### config.mk
export PLATFORM = sky130hd
export DESIGN_NAME = key_debounce
export DESIGN_NICKNAME = d
export VERILOG_FILES = /design/src/rtl/key_debounce.sv
export SDC_FILE = /design/constraint.sdc
export NUM_CORES = 1
export LEC_CHECK = 0
export CAP_MARGIN = 20
export CORE_ASPECT_RATIO = 0.8
export CORE_MARGIN = 4
export CORE_UTILIZATION = 55
export DETAILED_ROUTE_END_ITERATION = 8
export GPL_ROUTABILITY_DRIVEN = 0
export HOLD_SLACK_MARGIN = 0.15
export PLACE_DENSITY = 0.75
export SYNTH_ARGS = -nofsm -noshare
export SYNTH_HDL_FRONTEND = slang
export SYNTH_SLANG_ARGS = --single-unit
### constraint.sdc
create_clock -name sys_clk_high -period 2.2 [get_ports sys_clk_high]
set_input_delay 0.22 -clock sys_clk_high [delete_from_list [all_inputs] [get_ports sys_clk_high]]
set_output_delay 0.22 -clock sys_clk_high [all_outputs]
set_load 0.05 [all_outputs]
### src/rtl/key_debounce.sv
// Debounces and decodes one mechanical push-button: clean level plus
// single-cycle press, release and long-press events for control logic.
module key_debounce #(
  parameter logic [31:0] DEBOUNCE_CNT = 32'd4000000,
  parameter logic [31:0] LONG_CNT     = 32'd200000000,
  parameter logic        ACTIVE_LOW   = 1'b1
) (
  input  logic       sys_clk_high,
  input  logic       sys_rst_n,
  input  logic       key_in,
  output logic       key_level,
  output logic       key_press,
  output logic       key_release,
  output logic       key_long,
  output logic       key_held,
  output logic [1:0] o_dbg_state
);

  typedef enum logic [1:0] {
    IDLE     = 2'd0,
    PRESS_DB = 2'd1,
    PRESSED  = 2'd2,
    REL_DB   = 2'd3
  } state_t;

  state_t      r_state;
  state_t      w_state_nxt;

  logic        r_sync1;
  logic        r_sync2;
  logic        w_s;

  logic [31:0] r_db_cnt;
  logic [31:0] w_db_cnt_nxt;
  logic [31:0] r_lp_cnt;
  logic [31:0] w_lp_cnt_nxt;

  logic        r_level;
  logic        r_press;
  logic        r_release;
  logic        r_long;
  logic        r_held;

  logic        w_level_nxt;
  logic        w_press_nxt;
  logic        w_release_nxt;
  logic        w_long_nxt;
  logic        w_held_nxt;
  logic        w_in_db;
  logic        w_in_press;

  // Synchronizer idles at the released pad level so reset never looks like a press.
  always_ff @(posedge sys_clk_high or negedge sys_rst_n) begin
    if (!sys_rst_n) begin
      r_sync1 <= ACTIVE_LOW;
      r_sync2 <= ACTIVE_LOW;
    end else begin
      r_sync1 <= key_in;
      r_sync2 <= r_sync1;
    end
  end

  assign w_s = r_sync2 ^ ACTIVE_LOW;

  always_ff @(posedge sys_clk_high or negedge sys_rst_n) begin
    if (!sys_rst_n) begin
      r_state <= IDLE;
    end else begin
      r_state <= w_state_nxt;
    end
  end

  always_comb begin
    w_state_nxt = r_state;
    case (r_state)
      IDLE: begin
        if (w_s) w_state_nxt = PRESS_DB;
      end
      PRESS_DB: begin
        if (!w_s) begin
          w_state_nxt = IDLE;
        end else if (r_db_cnt == DEBOUNCE_CNT - 32'd1) begin
          w_state_nxt = PRESSED;
        end
      end
      PRESSED: begin
        if (!w_s) w_state_nxt = REL_DB;
      end
      REL_DB: begin
        if (w_s) begin
          w_state_nxt = PRESSED;
        end else if (r_db_cnt == DEBOUNCE_CNT - 32'd1) begin
          w_state_nxt = IDLE;
        end
      end
      default: w_state_nxt = IDLE;
    endcase
  end

  always_comb begin
    w_in_db       = (r_state == PRESS_DB) || (r_state == REL_DB);
    w_in_press    = (r_state == PRESSED)  || (r_state == REL_DB);
    w_press_nxt   = (r_state == PRESS_DB) && (w_state_nxt == PRESSED);
    w_release_nxt = (r_state == REL_DB)   && (w_state_nxt == IDLE);
    w_level_nxt   = (w_state_nxt == PRESSED) || (w_state_nxt == REL_DB);

    // The run counter only advances while a candidate state is held unchanged.
    w_db_cnt_nxt = 32'd0;
    if (w_in_db && (w_state_nxt == r_state)) begin
      w_db_cnt_nxt = r_db_cnt + 32'd1;
    end

    w_lp_cnt_nxt = r_lp_cnt;
    if ((w_state_nxt == IDLE) && (r_state != IDLE)) begin
      w_lp_cnt_nxt = 32'd0;
    end else if (w_in_press && (r_lp_cnt != LONG_CNT)) begin
      w_lp_cnt_nxt = r_lp_cnt + 32'd1;
    end

    // Saturation at LONG_CNT keeps this compare from matching twice in one press.
    w_long_nxt = w_in_press && !w_release_nxt && (r_lp_cnt == LONG_CNT - 32'd1);

    w_held_nxt = r_held;
    if (w_release_nxt) begin
      w_held_nxt = 1'b0;
    end else if (w_long_nxt) begin
      w_held_nxt = 1'b1;
    end
  end

  always_ff @(posedge sys_clk_high or negedge sys_rst_n) begin
    if (!sys_rst_n) begin
      r_db_cnt  <= 32'd0;
      r_lp_cnt  <= 32'd0;
      r_level   <= 1'b0;
      r_press   <= 1'b0;
      r_release <= 1'b0;
      r_long    <= 1'b0;
      r_held    <= 1'b0;
    end else begin
      r_db_cnt  <= w_db_cnt_nxt;
      r_lp_cnt  <= w_lp_cnt_nxt;
      r_level   <= w_level_nxt;
      r_press   <= w_press_nxt;
      r_release <= w_release_nxt;
      r_long    <= w_long_nxt;
      r_held    <= w_held_nxt;
    end
  end

  assign key_level   = r_level;
  assign key_press   = r_press;
  assign key_release = r_release;
  assign key_long    = r_long;
  assign key_held    = r_held;
  assign o_dbg_state = r_state;

endmodule

## Word level (Yosys, flattened, before mapping)

Index checks and enable logic that the tools add are counted.

| word-level totals | value |
|---|---|
| flip-flop bits (word level) | 73 |
| input port bits | 3 |
| output and inout port bits | 7 |
| word-level logic and storage cells | 49 |

| cells by class | value |
|---|---|
| $add $sub $neg | 2 |
| equality and inequality tests | 9 |
| multiplexer cells | 12 |
| reductions and logical operators | 16 |

Operators with widths:

| kind | number |
|---|---|
| $mux 32 | 3 |
| $add 32x1->32 const B | 2 |
| $eq 32x22->1 const B | 1 |
| $eq 32x28->1 const B | 1 |
| $ne 32x28->1 const B | 1 |
| $mux 2 | 6 |
| $eq 2x2->1 const B | 4 |
| $pmux 2 s4 | 1 |
| $logic_and 1x1->1 | 7 |
| $reduce_bool 2->1 | 3 |
| $logic_not 2->1 | 2 |
| $logic_or 1x1->1 | 3 |
| $eq 2x1->1 const B | 1 |
| $eq 2x2->1 | 1 |
| $mux 1 | 2 |
| $logic_not 1->1 | 1 |

## Depth between registers and ports, before layout

| depth | value |
|---|---|
| word-level depth | 11 |
| mapped depth | 8 |
| depth with buffers taken out | 6 |

## Least setup slack after synthesis

No wires, ideal clock.

| path | value |
|---|---|
| path kind | reg-to-reg |
| from | reg r_state[1], in the netlist o_dbg_state[1] |
| to | reg r_lp_cnt[29] |
| setup time | 121 ps |
| arrival time | 1962 ps |
| data required time | 2079 ps |
| slack | 117 ps |
| cell stages (with the launch flop) | 8 |
| path buffers | 2 |
| clock period less this slack | 2083 ps |
| cell sequence | dfrtp_1 > buf_2 > and4_1 > clkbuf_1 > nand3_1 > nor4_1 > xnor2_1 > nor2_1 |

| between the ends | value |
|---|---|
| word-level cells in the longest chain between the ends | 6 |
| elaborated cells between the ends (all ways) | 18 |
| those cells by class | eq/ne (3); mux (8); reduce/logical (7) |

RTL lines:

| what | line | RTL |
|---|---|---|
| start, declared | 26 | `state_t r_state;` |
| start signal, assigned | 69 | `r_state <= w_state_nxt;` |
| $mux 2, on equally long branches | 92, 82 |  |
| $mux 2, on equally long branches | 90, 80 |  |
| $pmux 2 s4 | 75 | `case (r_state)` |
| $logic_not 2->1 | 114 | `if ((w_state_nxt == IDLE) && (r_state != IDLE)) begin` |
| $logic_and 1x1->1 | 114 |  |
| $mux 32 or $reduce_bool 2->1 (tied branches) | - |  |
| end signal, assigned | 142 | `r_lp_cnt <= w_lp_cnt_nxt;` |
| end, declared | 35 | `logic [31:0] r_lp_cnt;` |

Parallel ways exist; a longest one is shown, timed or not.
A chain may end at the register's enable or synchronous reset.

## Worst setup path in the final report

| path | value |
|---|---|
| from | reg r_db_cnt[25] |
| to | reg r_lp_cnt[18] |

| between the ends | value |
|---|---|
| word-level cells in the longest chain between the ends | 7 |
| elaborated cells between the ends (all ways) | 10 |
| those cells by class | eq/ne (1); mux (6); reduce/logical (3) |

RTL lines:

| what | line | RTL |
|---|---|---|
| start, declared | 33 | `logic [31:0] r_db_cnt;` |
| start signal, assigned | 141 | `r_db_cnt <= w_db_cnt_nxt;` |
| $eq 32x22->1 (*) | 82, 92 |  |
| $mux 2, on equally long branches | 92, 82 |  |
| $mux 2, on equally long branches | 90, 80 |  |
| $pmux 2 s4 (*) | 75 |  |
| $logic_not 2->1 (*) | 114 |  |
| $logic_and 1x1->1 (*) | 114 |  |
| $mux 32 or $reduce_bool 2->1 (tied branches) | - |  |

Mark *: on every way between the ends. The rest lies on a longest branch, timed or not.

==> flow_metrics.py <==
metrics = {
    "status": {
        "status": "completed",
    },
    "final_layout": {
        "final_common_cell": "dfrtp_1",
        "drive_gt1_share_pct": 13.3,
        "mostFrequentLayoutCells": "dfrtp_1 (71), nor2_1 (70), xnor2_1 (33)",
        "multi_input_area_um2": 1760,
        "finalNetCount": 415,
        "seqCellArea_um2": 1830,
        "num-fill-cells": 512,
        "area_delta_synth_final_pct": 15.1,
        "antenna_cells": 0,
    },
    "yosys": {
        "ys_types": 41,
        "synth_edf_count": 0,
        "syn_avg_cell_area_um2": 9.64,
        "ys.flop_type": "dfrtp_1",
        "synthesis.area_um2": 3680,
        "syn_inst": 382,
        "synth_warnings": 0,
        "syn_nets": 388,
        "ys_ff_latch": 73,
        "ys_seq_area_share_pct": 49.7,
        "async_reset_ff_share_pct": 100,
    },
    "clock_network": {
        "cts_buffer_depth": 2,
        "clock_latency_ns": 0.35,
        "clkSinkCount": 73,
        "post_cts_buffers": 0,
        "numCtsBuffers": 9,
        "htree_levels": 3,
        "cts-root-buf": "clkbuf_8",
        "cts_tree": "done",
        "clk_pin_slew_ns": 0.07,
    },
    "floorplan": {
        "die_area_um2": 8070,
        "io_pins": 10,
        "core-area_um2": 6440,
        "start_util_pct": 57.1,
        "die_h_um": 81.2,
        "rows": 26,
        "die_x_um": 99.5,
    },
    "critical_path": {
        "crit_fanout": 29,
        "start_kind": "register",
        "path_class": "reg2reg",
        "worstPathArrival_ns": 2.35,
        "endpoint_kind": "register",
        "slowest_delay_ns": 0.50,
        "crit_family": "simple AND/OR/NAND/NOR gates",
        "worst_ep_required_time_ns": 2.44,
        "cp_slowest_cell": "or3_2",
        "path_cells": "nor4_1 -> nand3_1 -> or3_2 -> a21oi_4 -> buf_12 -> nor2_1",
        "critical_path_buf_inv_count": 1,
    },
    "placed_design": {
        "hpwl_um": 5270,
        "port_buffers": 9,
    },
    "routing": {
        "wirelength_um": 7480,
        "vias_per_cell": 5.68,
        "antenna_left": 0,
        "dr.pass1.iters": 4,
        "drt_iter0_drc": 164,
        "wl_per_cell_um": 15.0,
        "drc": 0,
        "dr_total_vias": 2831,
    },
    "grt": {
        "grt_pass1_vias": 2776,
        "grt_max_degree": 49,
        "grt_pass1_wl_um": 13400,
        "antenna_found_initial": 0,
        "grt_usage_pct": 21.1,
        "grt-ovfl-total": 0,
    },
    "timing": {
        "tightest_slew_ns": 0.611,
        "fin_skew_ns": 0.00963,
        "setup_viol": 0,
        "fin_worst_hold_slack_ns": 0.275,
        "fmax_mhz": 472,
        "finalHoldViolations": 0,
        "maxSlewViolCount": 0,
        "min_period_ns": 2.12,
        "max_slew_margin_pct": 59.3,
        "finalCritPeriodShare_pct": 96.3,
    },
    "power_and_ir_drop": {
        "irDropWorstVdd_uv": 319,
        "total_power_mw": 2.50,
        "power-per-cell-area_nw_per_um2": 589,
        "p_leak_nw": 1.74,
    },
    "flow_run": {
        "maxCapViolations": 0,
    },
    "worst_hold_path": {
        "hold_path.class": "in2reg",
    },
}
path summary, 6_finish.rpt:
kind / cells after the start / from / to / slack, ns
min in group asynchronous: 2 / sys_rst_n / r_db_cnt[30]$_DFF_PN0_ / 0.43
worst max register to register: 6 / r_db_cnt[25]$_DFF_PN0_ / r_lp_cnt[18]$_DFFE_PN0P_ / 0.08
worst min-delay path: 1 / key_in / r_sync1$_DFF_PN1_ / 0.28
worst min register to register: 0 / r_sync1$_DFF_PN1_ / r_sync2$_DFF_PN1_ / 0.36
max in group asynchronous: 3 / sys_rst_n / r_lp_cnt[12]$_DFFE_PN0P_ / 1.22
worst max-delay path: 6 / r_db_cnt[25]$_DFF_PN0_ / r_lp_cnt[18]$_DFFE_PN0P_ / 0.08
cells by family (layout without fill, tap and decap cells):
kind of cell	after synthesis	after routing	share of synthesized area, %
buffers and inverters	26	58	2.96
DFF	73	73	49.7
and+or+nand+nor	207	207	29.8
xor gates and xnor gates	56	56	13.3
adders and majority gates	3	3	1.02
AOI/OAI and AO/OA	17	17	3.16
per-stage QoR:
| stage | utilization [%] | cells | worst slack [ns] | TNS, ns | cell area (µm²) |
|---|---|---|---|---|---|
| finish | 65.8 | 498 | 0.0822 | 0 | 4240 |
| global route | 65.8 | 498 | -0.00186 | -0.00186 | 4240 |
| CTS | 65.5 | 498 | 0.0504 | 0 | 4220 |
| detailed placement | 62.2 | 481 | 0.0552 | 0 | 4010 |
| global placement | 62.2 | 481 | 0.0775 | 0 | 4010 |
| floorplan | - | 382 | 0.117 | 0 | 3680 |
cells in the mapped netlist (2+ instances only):
| library cell | count | area (µm²) |
|---|---|---|
| a21oi_1 | 6 | 30.0 |
| a21oi_2 | 2 | 17.5 |
| and2_1 | 2 | 12.5 |
| and3_1 | 11 | 68.8 |
| and3_2 | 2 | 15.0 |
| and4_1 | 6 | 52.6 |
| and4_4 | 3 | 33.8 |
| buf_2 | 7 | 35.0 |
| clkbuf_1 | 6 | 22.5 |
| clkbuf_2 | 2 | 10.0 |
| dfrtp_1 | 71 | 1780 |
| dfstp_2 | 2 | 52.6 |
| ha_1 | 3 | 37.5 |
| inv_1 | 10 | 37.5 |
| nand2_1 | 22 | 82.6 |
| nand3_1 | 24 | 120 |
| nand4_1 | 19 | 119 |
| nor2_1 | 70 | 263 |
| nor3_1 | 12 | 60.1 |
| nor3b_1 | 2 | 15.0 |
| nor4_1 | 17 | 106 |
| nor4b_1 | 4 | 35.0 |
| o21ai_0 | 3 | 15.0 |
| or3_1 | 4 | 25.0 |
| or4_1 | 2 | 15.0 |
| xnor2_1 | 33 | 289 |
| xor2_1 | 23 | 201 |
flip-flops by register name, indices dropped and copies added (netlist names):
name and flops:
key_level 1, r_db_cnt 32, key_held 1, key_long 1, key_release 1, o_dbg_state 2, r_sync1 1, r_sync2 1
r_lp_cnt 32, key_press 1
layer usage:
metal	global-route usage (%)	wire (µm)	vias to the layer above
li1	-	-	1390
met1	31.4	3920	1363
met2	30.2	3140	74
met3	5.58	385	4
met4	6.68	28	0
met5	0	0	-
area by class of cell:
type,instances,area share [%]
tap,84,2.48
sequential,73,43.2
clock inverter,4,1.21
multi-input combinational,283,41.5
inverter,10,0.886
timing repair buffer,32,7.09
clock buffer,12,3.66
repair_timing:
item,4_1_cts,5_1_grt
hold endpoints to repair,45,0
gates resized for setup,0,3
hold buffers,1,0
setup endpoints to repair,0,29
power breakdown:
part	switching (mW)	total, mW	internal (mW)	leakage [nW]
sequential	0.00468	1.35	1.35	1.01
combinational	0.0532	0.0748	0.0216	0.626
clock	0.486	1.07	0.586	0.103
total	0.544	2.50	1.95	1.74
Note: power is estimated with default switching activity, not from simulation.
